[src/rtl/srm_isa_pkg.sv]
// srm_isa_pkg: Simple RISC Machine ISA field positions, opcode/op codes, decode FSM states and read-count classification
package srm_isa_pkg;
  localparam logic [2:0] OPC_MOV = 3'b110;
  localparam logic [2:0] OPC_ALU = 3'b101;
  localparam logic [1:0] OP_ADD  = 2'b00;
  localparam logic [1:0] OP_CMP  = 2'b01;
  localparam logic [1:0] OP_AND  = 2'b10;
  localparam logic [1:0] OP_MVN  = 2'b11;
  localparam logic [1:0] OP_MOVI = 2'b10;
  localparam logic [1:0] OP_MOVR = 2'b00;
  localparam int OPC_LSB = 13;
  localparam int OP_LSB  = 11;
  localparam int RN_LSB  = 8;
  localparam int RD_LSB  = 5;
  localparam int SH_LSB  = 3;
  localparam int RM_LSB  = 0;
  localparam logic [2:0] NSEL_RN = 3'b100;
  localparam logic [2:0] NSEL_RM = 3'b001;
  typedef enum logic [1:0] {IDLE, RD_A, RD_B, PRESENT} state_t;
  function automatic logic [1:0] read_count(input logic [15:0] i);
    logic [2:0] c;
    logic [1:0] o;
    c = i[OPC_LSB+:3];
    o = i[OP_LSB+:2];
    return c == OPC_MOV ? (o == OP_MOVR ? 2'd1 : 2'd0) :
           c == OPC_ALU ? (o == OP_MVN ? 2'd1 : 2'd2) : 2'd0;
  endfunction
  function automatic logic is_legal(input logic [15:0] i);
    logic [1:0] o;
    o = i[OP_LSB+:2];
    return i[OPC_LSB+:3] == OPC_ALU || (i[OPC_LSB+:3] == OPC_MOV && (o == OP_MOVI || o == OP_MOVR));
  endfunction
endpackage

[src/rtl/sync_fifo.sv]
// sync_fifo: DEPTH-entry FIFO (push/pop/din -> dout head, count); a pop frees a slot for a same-cycle push when full
module sync_fifo #(
  parameter int DEPTH = 2,
  parameter int W = 16
) (
  input  logic                   clk,
  input  logic                   reset,
  input  logic                   i_push,
  input  logic                   i_pop,
  input  logic [W-1:0]           i_din,
  output logic [W-1:0]           o_dout,
  output logic [$clog2(DEPTH):0] o_count
);
  localparam int AW = $clog2(DEPTH);
  logic [W-1:0] r_mem [DEPTH];
  logic [AW-1:0] r_wr, r_rd;
  logic [AW:0] r_count;
  logic w_push, w_pop;
  assign w_pop = i_pop && r_count != '0;
  assign w_push = i_push && (r_count != (AW+1)'(DEPTH) || w_pop);
  assign o_dout = r_mem[r_rd];
  assign o_count = r_count;
  always_ff @(posedge clk or posedge reset)
    if (reset) begin
      r_wr <= '0;
      r_rd <= '0;
      r_count <= '0;
    end else begin
      if (w_push) r_wr <= r_wr + AW'(1);
      if (w_pop) r_rd <= r_rd + AW'(1);
      r_count <= r_count + (AW+1)'(w_push) - (AW+1)'(w_pop);
    end
  always_ff @(posedge clk)
    if (w_push) r_mem[r_wr] <= i_din;
endmodule

[src/rtl/instr_decode_stage.sv]
// instr_decode_stage: FIFO-buffered SRM decoder (in_valid/in_instr/in_ready in; rd_en/readnum/nsel reads; out_valid/out_ready decoded bundle out)
module instr_decode_stage
  import srm_isa_pkg::*;
#(
  parameter int DW = 16,
  parameter int DEPTH = 2
) (
  input  logic                   clk,
  input  logic                   reset,
  input  logic                   in_valid,
  input  logic [15:0]            in_instr,
  output logic                   in_ready,
  output logic                   rd_en,
  output logic [2:0]             readnum,
  output logic [2:0]             nsel,
  output logic                   out_valid,
  input  logic                   out_ready,
  output logic [2:0]             opcode,
  output logic [1:0]             op,
  output logic [1:0]             ALUop,
  output logic [1:0]             shift,
  output logic [2:0]             writenum,
  output logic [DW-1:0]          sximm5,
  output logic [DW-1:0]          sximm8,
  output logic                   illegal,
  output logic [$clog2(DEPTH):0] fifo_count
);
  localparam int CW = $clog2(DEPTH) + 1;
  state_t r_state, w_state;
  logic [15:0] r_ir, w_ir, w_head;
  logic [CW-1:0] w_count;
  logic w_take, w_pop, w_rd;
  logic r_illegal, r_rd_en, r_out_valid;
  logic [2:0] r_nsel, r_readnum, w_nsel;
  assign w_take = r_state == IDLE || (r_state == PRESENT && out_ready);
  assign w_pop = w_take && w_count != '0;
  assign in_ready = w_count != CW'(DEPTH);
  assign fifo_count = w_count;
  sync_fifo #(.DEPTH(DEPTH), .W(16)) u_fifo (
    .clk     (clk),
    .reset   (reset),
    .i_push  (in_valid && in_ready),
    .i_pop   (w_pop),
    .i_din   (in_instr),
    .o_dout  (w_head),
    .o_count (w_count)
  );
  always_comb begin
    w_ir = w_pop ? w_head : r_ir;
    w_state = r_state;
    case (r_state)
      RD_A:    w_state = read_count(r_ir) == 2'd2 ? RD_B : PRESENT;
      RD_B:    w_state = PRESENT;
      default: if (w_take) w_state = !w_pop ? IDLE : read_count(w_head) == 2'd0 ? PRESENT : RD_A;
    endcase
    w_rd = w_state == RD_A || w_state == RD_B;
    w_nsel = !w_rd ? 3'b000 : (w_state == RD_A && read_count(w_ir) == 2'd2) ? NSEL_RN : NSEL_RM;
  end
  always_ff @(posedge clk or posedge reset)
    if (reset) begin
      r_state <= IDLE;
      r_ir <= '0;
      r_illegal <= 1'b0;
      r_rd_en <= 1'b0;
      r_out_valid <= 1'b0;
      r_nsel <= '0;
      r_readnum <= '0;
    end else begin
      r_state <= w_state;
      r_ir <= w_ir;
      if (w_pop) r_illegal <= !is_legal(w_head);
      r_rd_en <= w_rd;
      r_out_valid <= w_state == PRESENT;
      r_nsel <= w_nsel;
      r_readnum <= w_nsel == NSEL_RN ? w_ir[RN_LSB+:3] : w_nsel == NSEL_RM ? w_ir[RM_LSB+:3] : 3'b000;
    end
  assign rd_en = r_rd_en;
  assign nsel = r_nsel;
  assign readnum = r_readnum;
  assign out_valid = r_out_valid;
  assign illegal = r_illegal;
  assign opcode = r_ir[OPC_LSB+:3];
  assign op = r_ir[OP_LSB+:2];
  assign ALUop = r_ir[OP_LSB+:2];
  assign shift = r_ir[SH_LSB+:2];
  assign writenum = (opcode == OPC_MOV && op == OP_MOVI) ? r_ir[RN_LSB+:3] : r_ir[RD_LSB+:3];
  assign sximm5 = {{(DW-5){r_ir[4]}}, r_ir[4:0]};
  assign sximm8 = {{(DW-8){r_ir[7]}}, r_ir[7:0]};
endmodule
[config.mk]
export PLATFORM = sky130hd
export DESIGN_NAME = instr_decode_stage
export DESIGN_NICKNAME = d
export VERILOG_FILES = /design/src/rtl/srm_isa_pkg.sv /design/src/rtl/sync_fifo.sv /design/src/rtl/instr_decode_stage.sv
export SDC_FILE = /design/constraint.sdc
export NUM_CORES = 1
export LEC_CHECK = 0
export CAP_MARGIN = 20
export CORE_MARGIN = 2
export CORE_UTILIZATION = 45
export DETAILED_ROUTE_END_ITERATION = 16
export PLACE_DENSITY = 0.73
export SYNTH_ARGS = -nofsm -noshare
export SYNTH_HDL_FRONTEND = slang
export SYNTH_SLANG_ARGS = --single-unit
[constraint.sdc]
create_clock -name clk -period 6.2 [get_ports clk]
set_input_delay 1.24 -clock clk [delete_from_list [all_inputs] [get_ports clk]]
set_output_delay 1.24 -clock clk [all_outputs]
set_load 0.005 [all_outputs]
[Word-level counts from Yosys, hierarchy flattened]
Memory sizes are Yosys's and may differ from the RTL's.
Cells that the tools add are included.
Word-level totals
  flip-flop bits (word level): 31
  memory bits (writable): 32
  bits of input ports: 20
  output and inout port bits: 56
  word-level logic and storage cells: 83
  memories: 1
Memories
  u_fifo.r_mem: depth 2, width 16, read ports 1, clocked after Yosys merged registers in 0, write ports 1, RTL line sync_fifo.sv:15  | logic [W-1:0] r_mem [DEPTH];
Cells by class
  add/subtract/negate cells: 4
  equal/unequal tests: 22
  muxes and demuxes: 25
  reduce and logical (&&, ||, !) cells: 20
Operators with widths (number)
  $mux W2: 12
  $eq A2 B2 Y1 const B: 11
  $eq A3 B3 Y1 const B: 7
  $mux W16: 1
  $mux W3: 5
  $logic_not A2 Y1: 5
  $logic_and A1 B1 Y1: 8
  $mux W1: 6
  $logic_or A1 B1 Y1: 5
  $eq A2 B1 Y1 const B: 2
  $pmux W2 S2: 1
  $eq A3 B1 Y1 const B: 1
  $add A1 B1 Y1 const B: 2
  $add A2 B1 Y2: 1
  $ne A2 B2 Y1 const B: 1
  $reduce_bool A2 Y1: 1
  $sub A2 B1 Y2: 1
  $logic_not A1 Y1: 1

[Depth between registers and ports, before layout]
Gate-level depths: netlist (run 1).
An unclocked memory read counts as a cell.
  depth in word-level cells: 17
  mapped depth: 12
  gate-level depth less buffers: 11

[Cells and area by module]
Synthesis (run 1) repeated with hierarchy kept, for this count alone.
Second synthesis, totals
  cell total of the unflattened synthesis: 223
  area, all modules: 3042.9 um2
By module, submodules not included
  instr_decode_stage: instances 1, cells an instance 153, area each 1607.8 um2, sequential area each 650.6 um2
  sync_fifo: instances 1, cells an instance 70, area each 1435.1 um2, sequential area each 1061.0 um2

[Least setup slack after synthesis (run 1)]
Ideal clock, no wire load.
  path type: input to register
  from: in out_ready
  to: reg r_readnum[0], in the netlist readnum[0]
  setup time: 129 ps
  arrival time: 2806 ps
  data required time: 6071 ps
  setup slack: 3264 ps
  stages on the path: 10
  buffers on the path: 1
  path through: a21o_1 nand2_1 buf_4 inv_2 a211oi_2 a21oi_1 ha_1 o211ai_1 o31a_2 mux2i_1
Between the ends
  elaborated cells on any way between the ends: 26
  those cells by class: eq/ne: 8; mux: 12; reduce/logical: 6
RTL lines
  start: declaration: RTL line instr_decode_stage.sv:17  | input logic out_ready,
  $logic_and A1 B1 Y1 *: RTL line instr_decode_stage.sv:35  | assign w_take = r_state == IDLE || (r_state == PRESENT && out_ready);
  $logic_or A1 B1 Y1 *: RTL line instr_decode_stage.sv:35
  $logic_and A1 B1 Y1: RTL line instr_decode_stage.sv:36  | assign w_pop = w_take && w_count != '0;
  $mux W2: RTL line instr_decode_stage.sv:54  | default: if (w_take) w_state = !w_pop ? IDLE : read_count(w_head) == 2'd0 ? PRESENT : RD_A;
  $mux W2 *: RTL line instr_decode_stage.sv:54
  $pmux W2 S2 *: RTL line instr_decode_stage.sv:51  | case (r_state)
  net w_state[0]: RTL line instr_decode_stage.sv:29  | state_t r_state, w_state;
  $eq A2 B1 Y1: RTL line instr_decode_stage.sv:56, instr_decode_stage.sv:57
  $logic_and A1 B1 Y1: RTL line instr_decode_stage.sv:57  | w_nsel = !w_rd ? 3'b000 : (w_state == RD_A && read_count(w_ir) == 2'd2) ? NSEL_RN : NSEL_RM;
  $mux W3: RTL line instr_decode_stage.sv:57
  $mux W3 *: RTL line instr_decode_stage.sv:57
  $eq A3 B1 Y1: RTL line instr_decode_stage.sv:75  | r_readnum <= w_nsel == NSEL_RN ? w_ir[RN_LSB+:3] : w_nsel == NSEL_RM ? w_ir[RM_LSB+:3] : 3'b000;
  $mux W3: RTL line instr_decode_stage.sv:75
  $mux W3 *: RTL line instr_decode_stage.sv:75
  end signal: assignment: RTL line instr_decode_stage.sv:75
  end: declaration: RTL line instr_decode_stage.sv:34  | logic [2:0] r_nsel, r_readnum, w_nsel;
Mark *: on every way through the listed nets, which the timed path passes. The rest lies on a longest branch.
A chain may end at the register's enable or synchronous reset.

[Worst setup path after layout (run 1)]
  from: in out_ready
  to: reg r_readnum[2], in the netlist readnum[2]
The elaborated chain is that of the path after synthesis.

==> summary.txt, run 1 <==
Status
  – Outcome: completed

Logic synthesis
  – Synthesized area: 0.002900 mm2
  – Synth warn: 0
  – Share of synthesized registers carrying an async set or reset: 48.39%
  – Syn_nets: 258
  – Synth Flop Type: edfxtp_1
  – Post-synthesis register bit count: 62
  – Synth Area per Inst: 12.66 um2
  – Syn Inst Count: 229
  – Post-synth EDFFs: 32
  – Yosys cell types: 35
  – Seq/Total Area, Yosys: 59.02%

STA
  – Fin crit period: 3925 ps
  – Relative slew slack: 31.80%
  – Final number of setup-violating endpoints: 0
  – Final hold violation count: 0
  – FMAX: 0.2548 GHz
  – Worst Skew: 4.465 ps
  – Worst setup margin: 2275 ps
  – Final worst path period share: 63.31%
  – Final-report max-slew violation count: 0
  – Slew of the pin with the lowest slew margin: 1023 ps
  – Setup TNS: 0 ps
  – RSZ-0062 raised after global routing: no

CTS
  – # H-tree levels: 3
  – CTS sink count: 62
  – Hold_buf cts: 0
  – Num CTS Buffers: 9
  – Worst-Skew Late Latency: 320 ps
  – PostCTS Resize Cnt: 0
  – CTS tree: done
  – Post-CTS setup buffer count: 0
  – Clk buf depth: 2
  – Reg clk slew, reported paths: 60 ps
  – Root Driver: clkbuf_8

Setup path
  – CP Cell Sequence: clkdlybuf4s50_1 > a21o_1 > nand2_1 > inv_2 > a211oi_2 > a21oi_1 > ha_1 > o211ai_1 > o31a_2 > mux2i_1
  – CP Data Required Time: 6390 ps
  – Startpoint Class: input port
  – Crit path kind: input port to flip-flop
  – CP max-delay cell: nand2_1
  – CP Capture Type: flip-flop
  – CP max FO: 29
  – Largest stage delay, worst path: 510 ps
  – Arrival time of the worst setup path: 4120 ps

Pwr
  – P_leak: 1.532 nW
  – Net Sw Frac: 31.73%
  – Switching power: 0.6234 mW
  – Logic pwr share: 42.3%
  – Clock power frac: 20.9%
  – Seq pwr share: 36.8%
  – Pwr Density: 538.7 mW/mm2
  – VDD IR-drop max: 250.5 uV
  – Internal power: 1.341 mW

Finish
  – Nets: 298
  – Ant. Diodes: 0
  – Share of cells above drive strength 1: 8.394%
  – Layout Area Growth over Synthesis: 25.76%

Floorplanning
  – I/O Pins: 76
  – Core Footprint: 0.006277 mm2
  – Die Y: 84.28 um
  – Die ar.: 0.007103 mm2
  – FP Rows: 29
  – Die Wd: 84.28 um
  – Initial core utilization: 46.20%

Detailed routing
  – Total routed wirelength: 5.176 mm
  – First-pass DRT Iterations: 4
  – Vias per cell: 4.895
  – DR iter-0 viols: 129
  – WL/cell: 14.75 um
  – DR vias: 1718
  – Detailed-route DRC error count: 0
  – ANT nets after route: 0

GRT
  – Initial antenna violation count: 0
  – Vias in the first global route: 1656
  – First-pass GRT wire length: 8.314 mm
  – Largest net degree at the start of global routing: 30
  – Total global routing overflow: 0
  – GRT Util Overall: 15.08%

Hold path
  – HP Class: flip-flop to flip-flop

Job
  – Max Cap Violations: 0

Placement
  – Post-DP HPWL: 3.861 mm
  – Pre-CTS setup slack: 1954 ps
  – Count of input and output buffers: 74
  – Final GP Congestion: 0.7675
[synthesized netlist by cell type (2+ instances only)]
cell type,n,area (um2)
o21ai_0,10,50.05
mux2_2,4,45.04
a21o_1,2,15.01
o211ai_1,2,15.01
buf_2,2,10.01
nand2_1,19,71.32
ha_1,9,112.6
a21oi_1,8,40.04
nor3_1,3,15.01
buf_4,43,322.8
buf_6,2,22.52
mux2i_1,18,180.2
dfrtp_1,30,750.7
nor2_1,3,11.26
o221ai_1,3,26.28
nand3_1,5,25.02
inv_1,11,41.29
xnor2_1,4,35.03
edfxtp_1,32,960.9
o21a_1,4,30.03
[sequential cells by signal, indices dropped and copies added (netlist names)]
name / flops
r_state: 2
u_fifo.r_mem: 32
u_fifo.o_count: 2
rd_en: 1
readnum: 3
nsel: 2
u_fifo.r_wr: 1
r_ir: 16
out_valid: 1
illegal: 1
u_fifo.r_rd: 1
[worst max-delay path: cells and delay by family]
| kind | cells | cell delay (ps) |
|---|---|---|
| AOI/OAI and AO/OA | 5 | 1030 |
| and+or+nand+nor | 1 | 510 |
| buffers and inverters | 2 | 870 |
| adders and majority gates | 1 | 320 |
| muxes | 1 | 140 |
[stage by stage]
step	cell area, um2	hold slack [ps]	std cells	total power [mW]	util (%)
6_report	3647	495.1	351	1.965	58.10
5_1_grt	3647	560.5	351	2.104	58.10
4_1_cts	3647	493.4	351	1.988	58.10
3_5_place_dp	3417	474.0	335	1.572	54.43
3_3_place_gp	3390	466.9	334	1.544	54.00
2_1_floorplan	2900	459.1	229	1.288	-
[power groups by stage]
stage,Combinational (mW),Sequential [mW],Clock (mW)
3_3_place_gp,0.818,0.726,0
5_1_grt,0.915,0.747,0.441
3_5_place_dp,0.838,0.734,0
2_1_floorplan,0.608,0.680,0
4_1_cts,0.842,0.726,0.420
6_report,0.831,0.723,0.411
[layer usage]
metal  vias to the layer above  global-route usage [%]  wire (um)
li1                        839                       -          -
met1                       830                   20.17       2299
met2                        41                   24.31       2621
met3                         8                   2.163        163
met4                         0                   7.185         92
met5                         -                       0          0
[worst paths after layout]
check / cells after the start / slack [ps] / end / from
min: 2 / 500 / illegal / illegal
min in group asynchronous: 2 / 1290 / r_state[1] / reset
max reg2reg: 11 / 2990 / readnum[2] / r_state[0]
min reg2reg: 2 / 500 / illegal / illegal
max: 10 / 2270 / readnum[2] / out_ready
max in group asynchronous: 3 / 4420 / r_ir[9] / reset
[layout make-up]
cell class                 instances  area [um2]
fill                             530        2630
sequential                        62        1712
multi-input combinational        108       788.3
timing repair buffer              76       775.7
clock buffer                      12       135.1
tap                               77       96.34
clock inverter                     4       95.09
inverter                          12       45.04
[placed cells by master (no fill, tap or decap), types with 8 or more instances in the layout]
cell              n
ha_1              9
mux2i_1          18
o21ai_0          10
nand2_1          19
a21oi_1           8
clkbuf_8          9
inv_1            11
dfrtp_1          30
clkdlybuf4s50_1  74
edfxtp_1         32
[cell families after synthesis]
logic type,synth area share (%)
buffers and inverters,13.80
muxes,7.765
AOI/OAI and AO/OA,7.722
other,0.1293
xor gates and xnor gates,1.208
and+or+nand+nor,6.471
adders and majority gates,3.883
DFF,59.02
Power figures use the tool's default switching activity.
==> run 2: changes to the inputs <==
==> constraint.sdc (replaced) <==
create_clock -name clk -period 3.8 [get_ports clk]
set_input_delay 0.76 -clock clk [delete_from_list [all_inputs] [get_ports clk]]
set_output_delay 0.76 -clock clk [all_outputs]
set_load 0.005 [all_outputs]
==> summary.txt, run 2 (same netlist as run 1, synthesis figures left out) <==
Floorplanning
  – FP Rows: 29 (unchanged)
  – Core Footprint: 0.006277 mm2 (unchanged)
  – Die Y: 84.28 um (unchanged)
  – I/O Pins: 76 (unchanged)
  – Die ar.: 0.007103 mm2 (unchanged)
  – Die Wd: 84.28 um (unchanged)
  – Initial core utilization: 46.20% (unchanged)

STA
  – Slew of the pin with the lowest slew margin: 721.1 ps (-301.9 ps)
  – Final Hold Slack: 506.1 ps (+11.09 ps)
  – Final hold violation count: 0 (unchanged)
  – Final worst path period share: 73.64%
  – Worst setup margin: 1002 ps (-1273 ps)
  – Final-report max-slew violation count: 0 (unchanged)
  – Final number of setup-violating endpoints: 0 (unchanged)
  – Worst Skew: 7.353 ps (+2.887 ps)
  – FMAX: 0.3574 GHz
  – Setup TNS: 0 ps (unchanged)
  – Relative slew slack: 51.93% (+20 points)
  – RSZ-0062 raised after global routing: no
  – Fin crit period: 2798 ps

Setup path
  – Crit path buf inv count: 1 (-1)
  – Largest stage delay, worst path: 450 ps (-60 ps)
  – CP Cell Sequence: clkdlybuf4s50_1 > a21oi_1 > a211oi_2 > a21oi_1 > ha_1 > o211ai_1 > o31a_2 > mux2i_1
  – Critical path's most frequent cell: a21oi_1
  – CP Capture Type: flip-flop
  – Arrival time of the worst setup path: 3010 ps (-1110 ps)
  – Top delay family on crit path: compound AO/OA/AOI/OAI gates
  – CP max FO: 6 (-79%)
  – Startpoint Class: input port
  – CP max-delay cell: a21oi_1
  – Crit path kind: input port to flip-flop
  – CP Data Required Time: 4010 ps (-2380 ps)

Finish
  – Max FFs per register: 32 (unchanged)
  – Share of cells above drive strength 1: 9.783% (+1.4 points)
  – Multi-input logic area: 788.3 um2 (unchanged)
  – Layout Area Growth over Synthesis: 24.42%
  – Most frequent cells in the layout: 74 x clkdlybuf4s50_1, 32 x edfxtp_1, 30 x dfrtp_1
  – Final Cell Area: 0.003608 mm2 (-1.1%)
  – Nets: 300 (+0.67%)
  – Ant. Diodes: 0 (unchanged)
  – Fin cells: 353 (+0.57%)
  – Filler Cells Inserted: 525 (-0.94%)
  – Register bank with the most flops: u_fifo.r_mem
  – Commonest non-fill, non-tap cell in the layout: clkdlybuf4s50_1
  – Reg area: 0.001712 mm2 (unchanged)

GRT
  – GRT Util Overall: 14.57% (-0.51 points)
  – First-pass GRT wire length: 7.962 mm (-4.2%)
  – Initial antenna violation count: 0 (unchanged)
  – Total global routing overflow: 0 (unchanged)
  – Largest net degree at the start of global routing: 29 (-3.3%)
  – Vias in the first global route: 1617 (-2.4%)

Detailed routing
  – ANT nets after route: 0 (unchanged)
  – First-pass DRT Iterations: 4 (unchanged)
  – Detailed-route DRC error count: 0 (unchanged)
  – Met2 WL: 2.547 mm (-2.8%)
  – Vias per cell: 4.731 (-3.3%)
  – DR vias: 1670 (-2.8%)
  – DR iter-0 viols: 52 (-60%)
  – Metal-1 WL: 2.263 mm (-1.6%)
  – Max Used Layer: met4
  – WL/cell: 14.26 um (-3.3%)
  – Total routed wirelength: 5.035 mm (-2.7%)
  – DR WL met3: 133 um (-18%)

Placement
  – Post-DP Area: 0.003432 mm2 (+0.44%)
  – Post-DP HPWL: 3.782 mm (-2.0%)
  – Count of input and output buffers: 74 (unchanged)
  – Final GP Congestion: 0.7728 (+0.69%)
  – Pre-CTS setup slack: 684.4 ps (-1270 ps)
  – Inst Count DP: 337 (+0.60%)

Status
  – Outcome: completed

CTS
  – CTS tree: done
  – PostCTS Resize Cnt: 0 (unchanged)
  – Reg clk slew, reported paths: 70 ps (about the same)
  – Hold_buf cts: 0 (unchanged)
  – Worst-Skew Late Latency: 330 ps (about the same)
  – Num CTS Buffers: 9 (unchanged)
  – Clk buf depth: 2 (unchanged)
  – Post-CTS setup buffer count: 0 (unchanged)
  – CTS sink count: 62 (unchanged)
  – Root Driver: clkbuf_8
  – # H-tree levels: 3 (unchanged)

Hold path
  – HP Class: flip-flop to flip-flop

Pwr
  – Logic pwr share: 45.3% (+3.0 points)
  – Pwr Density: 845.3 mW/mm2 (+57%)
  – P_leak: 1.516 nW (-1.0%)
  – VDD IR-drop max: 415.6 uV (+66%)
  – Seq pwr share: 38.1% (+1.3 points)
  – Net Sw Frac: 33.87% (+2.1 points)
  – Switching power: 1.033 mW (+66%)
  – Internal power: 2.017 mW (+50%)
  – Clock power frac: 16.6% (-4.3 points)

Job
  – Max Cap Violations: 0 (unchanged)
run 2: changes by cell type in the layout (fill, tap and decap cells not counted):
cell        before  now
clkbuf_8         9   10
bufinv_16        3    0
buf_4            1    3
clkinv_2         1    2
clkinv_4         0    2
clkinvlp_4       0    1
clkbuf_1         3    1
run 2: path summary, 6_finish.rpt:
check                      depth (start not counted)   startpoint  slack [ps]                end
max in group asynchronous                          3        reset        2560            illegal
hold reg to reg                                    2      illegal         510            illegal
setup reg to reg                                   8  u_fifo.r_rd        1050         readnum[2]
hold / removal                                     2      illegal         510            illegal
setup / recovery                                   8    out_ready        1000         readnum[2]
min in group asynchronous                          2        reset         770  u_fifo.o_count[0]
run 2: area by class of cell:
type	count	area share, %
Clock buffer	11	3.918
Clock inverter	5	0.9709
Inverter	12	1.248
Multi-Input combinational cell	108	21.84
Sequential cell	62	47.43
Tap cell	77	2.670
Timing Repair Buffer	78	21.91
run 2: through the flow:
stage	util [%]	power, mW
5_1_grt	57.48	3.250
2_1_floorplan	-	2.101
6_report	57.48	3.050
3_5_place_dp	54.67	2.570
4_1_cts	57.48	3.086
3_3_place_gp	54.24	2.534
run 2: routing by layer:
layer	up-vias	track usage, %
met2	29	24.03
met4	0	8.798
met1	798	18.02
met3	7	2.360
li1	836	-
met5	-	0
run 2: worst register-to-register path: stages (launching register included):
cell and delay (ps):
dfrtp_1 770, mux2i_1 350, nand3b_1 110, a21oi_1 310, o211a_1 190, ha_1 260, o211ai_1 140, o31a_2 370
mux2i_1 150
run 2: power by group through the flow:
stage,registers (mW),clock network (mW),logic (mW)
6_report,1.16,0.508,1.38
5_1_grt,1.20,0.545,1.50
4_1_cts,1.17,0.518,1.40
3_5_place_dp,1.18,0,1.39
3_3_place_gp,1.17,0,1.37
2_1_floorplan,1.11,0,0.991
==> run 3: changes to the inputs <==
==> constraint.sdc (replaced) <==
create_clock -name clk -period 2.6 [get_ports clk]
set_input_delay 0.52 -clock clk [delete_from_list [all_inputs] [get_ports clk]]
set_output_delay 0.52 -clock clk [all_outputs]
set_load 0.005 [all_outputs]
==> summary.txt, run 3 (same netlist as run 1, synthesis figures left out) <==
CTS
  – Worst-Skew Late Latency: 330 ps (about the same)
  – Root Driver: clkbuf_8
  – Num CTS Buffers: 9 (unchanged)
  – Clk buf depth: 2 (unchanged)
  – CTS sink count: 62 (unchanged)
  – # H-tree levels: 3 (unchanged)
  – Post-CTS setup buffer count: 0 (unchanged)
  – CTS tree: done
  – PostCTS Resize Cnt: 0 (unchanged)
  – Reg clk slew, reported paths: 60 ps (about the same)
  – Hold_buf cts: 0 (unchanged)

STA
  – Final worst path period share: 95.42%
  – Worst Skew: 6.002 ps (-1.351 ps)
  – FMAX: 0.4031 GHz
  – Final number of setup-violating endpoints: 0 (unchanged)
  – Final-report max-slew violation count: 0 (unchanged)
  – RSZ-0062 raised after global routing: no
  – Setup TNS: 0 ps (unchanged)
  – Fin crit period: 2481 ps
  – Final hold violation count: 0 (unchanged)

Pwr
  – Pwr Density: 1269 mW/mm2 (+50%)
  – P_leak: 1.572 nW (+3.7%)
  – Clock power frac: 18.4% (+1.8 points)
  – Logic pwr share: 45.8% (+0.5 points)
  – Seq pwr share: 35.8% (-2.3 points)
  – VDD IR-drop max: 549.8 uV (+32%)
  – Net Sw Frac: 31.81% (-2.1 points)
  – Internal power: 3.193 mW (+58%)
  – Switching power: 1.490 mW (+44%)

Setup path
  – Startpoint Class: flip-flop
  – CP max FO: 4 (-2)
  – CP Capture Type: output port
  – Crit path kind: flip-flop to output port
  – Largest stage delay, worst path: 460 ps (about the same)
  – CP max-delay cell: clkdlybuf4s50_1
  – CP Data Required Time: 2080 ps (-1930 ps)
  – CP Cell Sequence: nand4b_1 > nor2_1 > mux2_2 > clkdlybuf4s50_1
  – Arrival time of the worst setup path: 1960 ps (-1050 ps)

Detailed routing
  – DR iter-0 viols: 77 (+48%)
  – ANT nets after route: 0 (unchanged)
  – Vias per cell: 4.823 (+2.0%)
  – DR vias: 1746 (+4.6%)
  – First-pass DRT Iterations: 4 (unchanged)
  – Total routed wirelength: 5.118 mm (+1.6%)
  – WL/cell: 14.14 um (-0.88%)
  – Detailed-route DRC error count: 0 (unchanged)

Finish
  – Commonest non-fill, non-tap cell in the layout: clkdlybuf4s50_1
  – Share of cells above drive strength 1: 12.28% (+2.5 points)
  – Nets: 310 (+3.3%)
  – Final Cell Area: 0.003689 mm2 (+2.2%)
  – Most frequent cells in the layout: 74 x clkdlybuf4s50_1, 32 x edfxtp_1, 30 x dfrtp_1
  – Ant. Diodes: 0 (unchanged)
  – Max FFs per register: 32 (unchanged)
  – Layout Area Growth over Synthesis: 27.18%
  – Register bank with the most flops: u_fifo.r_mem

Floorplanning
  – Die Y: 84.28 um (unchanged)
  – Die Wd: 84.28 um (unchanged)
  – Core Footprint: 0.006277 mm2 (unchanged)
  – Die ar.: 0.007103 mm2 (unchanged)
  – FP Rows: 29 (unchanged)
  – I/O Pins: 76 (unchanged)
  – Initial core utilization: 46.20% (unchanged)

Placement
  – Post-DP HPWL: 3.871 mm (+2.4%)
  – Count of input and output buffers: 74 (unchanged)
  – Post-DP Area: 0.003487 mm2 (+1.6%)
  – Final GP Congestion: 0.7561 (-2.2%)

GRT
  – Largest net degree at the start of global routing: 31 (+6.9%)
  – Initial antenna violation count: 0 (unchanged)
  – Vias in the first global route: 1662 (+2.8%)
  – First-pass GRT wire length: 8.328 mm (+4.6%)
  – Total global routing overflow: 0 (unchanged)
  – GRT Util Overall: 15.19% (+0.61 points)

Hold path
  – HP Class: flip-flop to flip-flop

Status
  – Outcome: completed

Job
  – Max Cap Violations: 0 (unchanged)
[run 3: cell types whose count changed in the layout (fill, tap and decap cells not counted), sizes merged]
| cell | previous run | this run |
|---|---|---|
| buf | 4 | 14 |
| bufinv | 0 | 2 |
| clkbuf | 11 | 9 |
| clkinvlp | 1 | 0 |
[run 3: layout make-up]
class	count	area (um2)
clock inverter	6	77.57
sequential	62	1712
clock buffer	9	123.9
fill	534	2589
multi-input combinational	108	788.3
timing repair buffer	88	845.8
inverter	12	45.04
tap	77	96.34
[run 3: through the flow]
step	setup WS, ps	hold slack (ps)	std cells	power (mW)	util (%)
after global routing	33.13	516.5	362	5.018	58.76
after floorplan	286.2	459.1	229	3.071	-
after detailed placement	53.77	486.0	347	3.877	55.55
final	119.1	497.4	362	4.683	58.76
after global placement	177.4	472.1	347	3.811	55.55
after CTS	102.8	505.1	362	4.752	58.76
[run 3: power groups by stage]
stage               clock network [mW]  registers, mW  logic (mW)
finish                           0.861           1.68        2.14
global route                     0.929           1.73        2.36
CTS                              0.887           1.69        2.18
detailed placement                   0           1.70        2.17
global placement                     0           1.68        2.13
floorplan                            0           1.62        1.45
[run 3: worst paths after layout]
kind	end	start	cells past startpoint	slack [ps]
max	writenum[1]	r_ir[13]	4	120
min	illegal	illegal	2	500
max reg2reg	readnum[2]	u_fifo.r_rd	8	160
min reg2reg	illegal	illegal	2	500
max in group asynchronous	r_ir[6]	reset	3	1770
min in group asynchronous	r_ir[4]	reset	3	560
[run 3: critical path, delay by kind of cell (launching register included)]
kind,cells,cell delay (ps)
buffers and inverters,1,460
DFF,1,400
muxes,1,380
and+or+nand+nor,2,400
[run 3: per-layer routing]
metal	part of all wire, %	track usage, %	up-vias
li1	-	-	862
met1	45	20.89	835
met2	49	23.16	38
met4	2.2	7.478	0
met5	0	0	-
met3	3.8	2.950	11
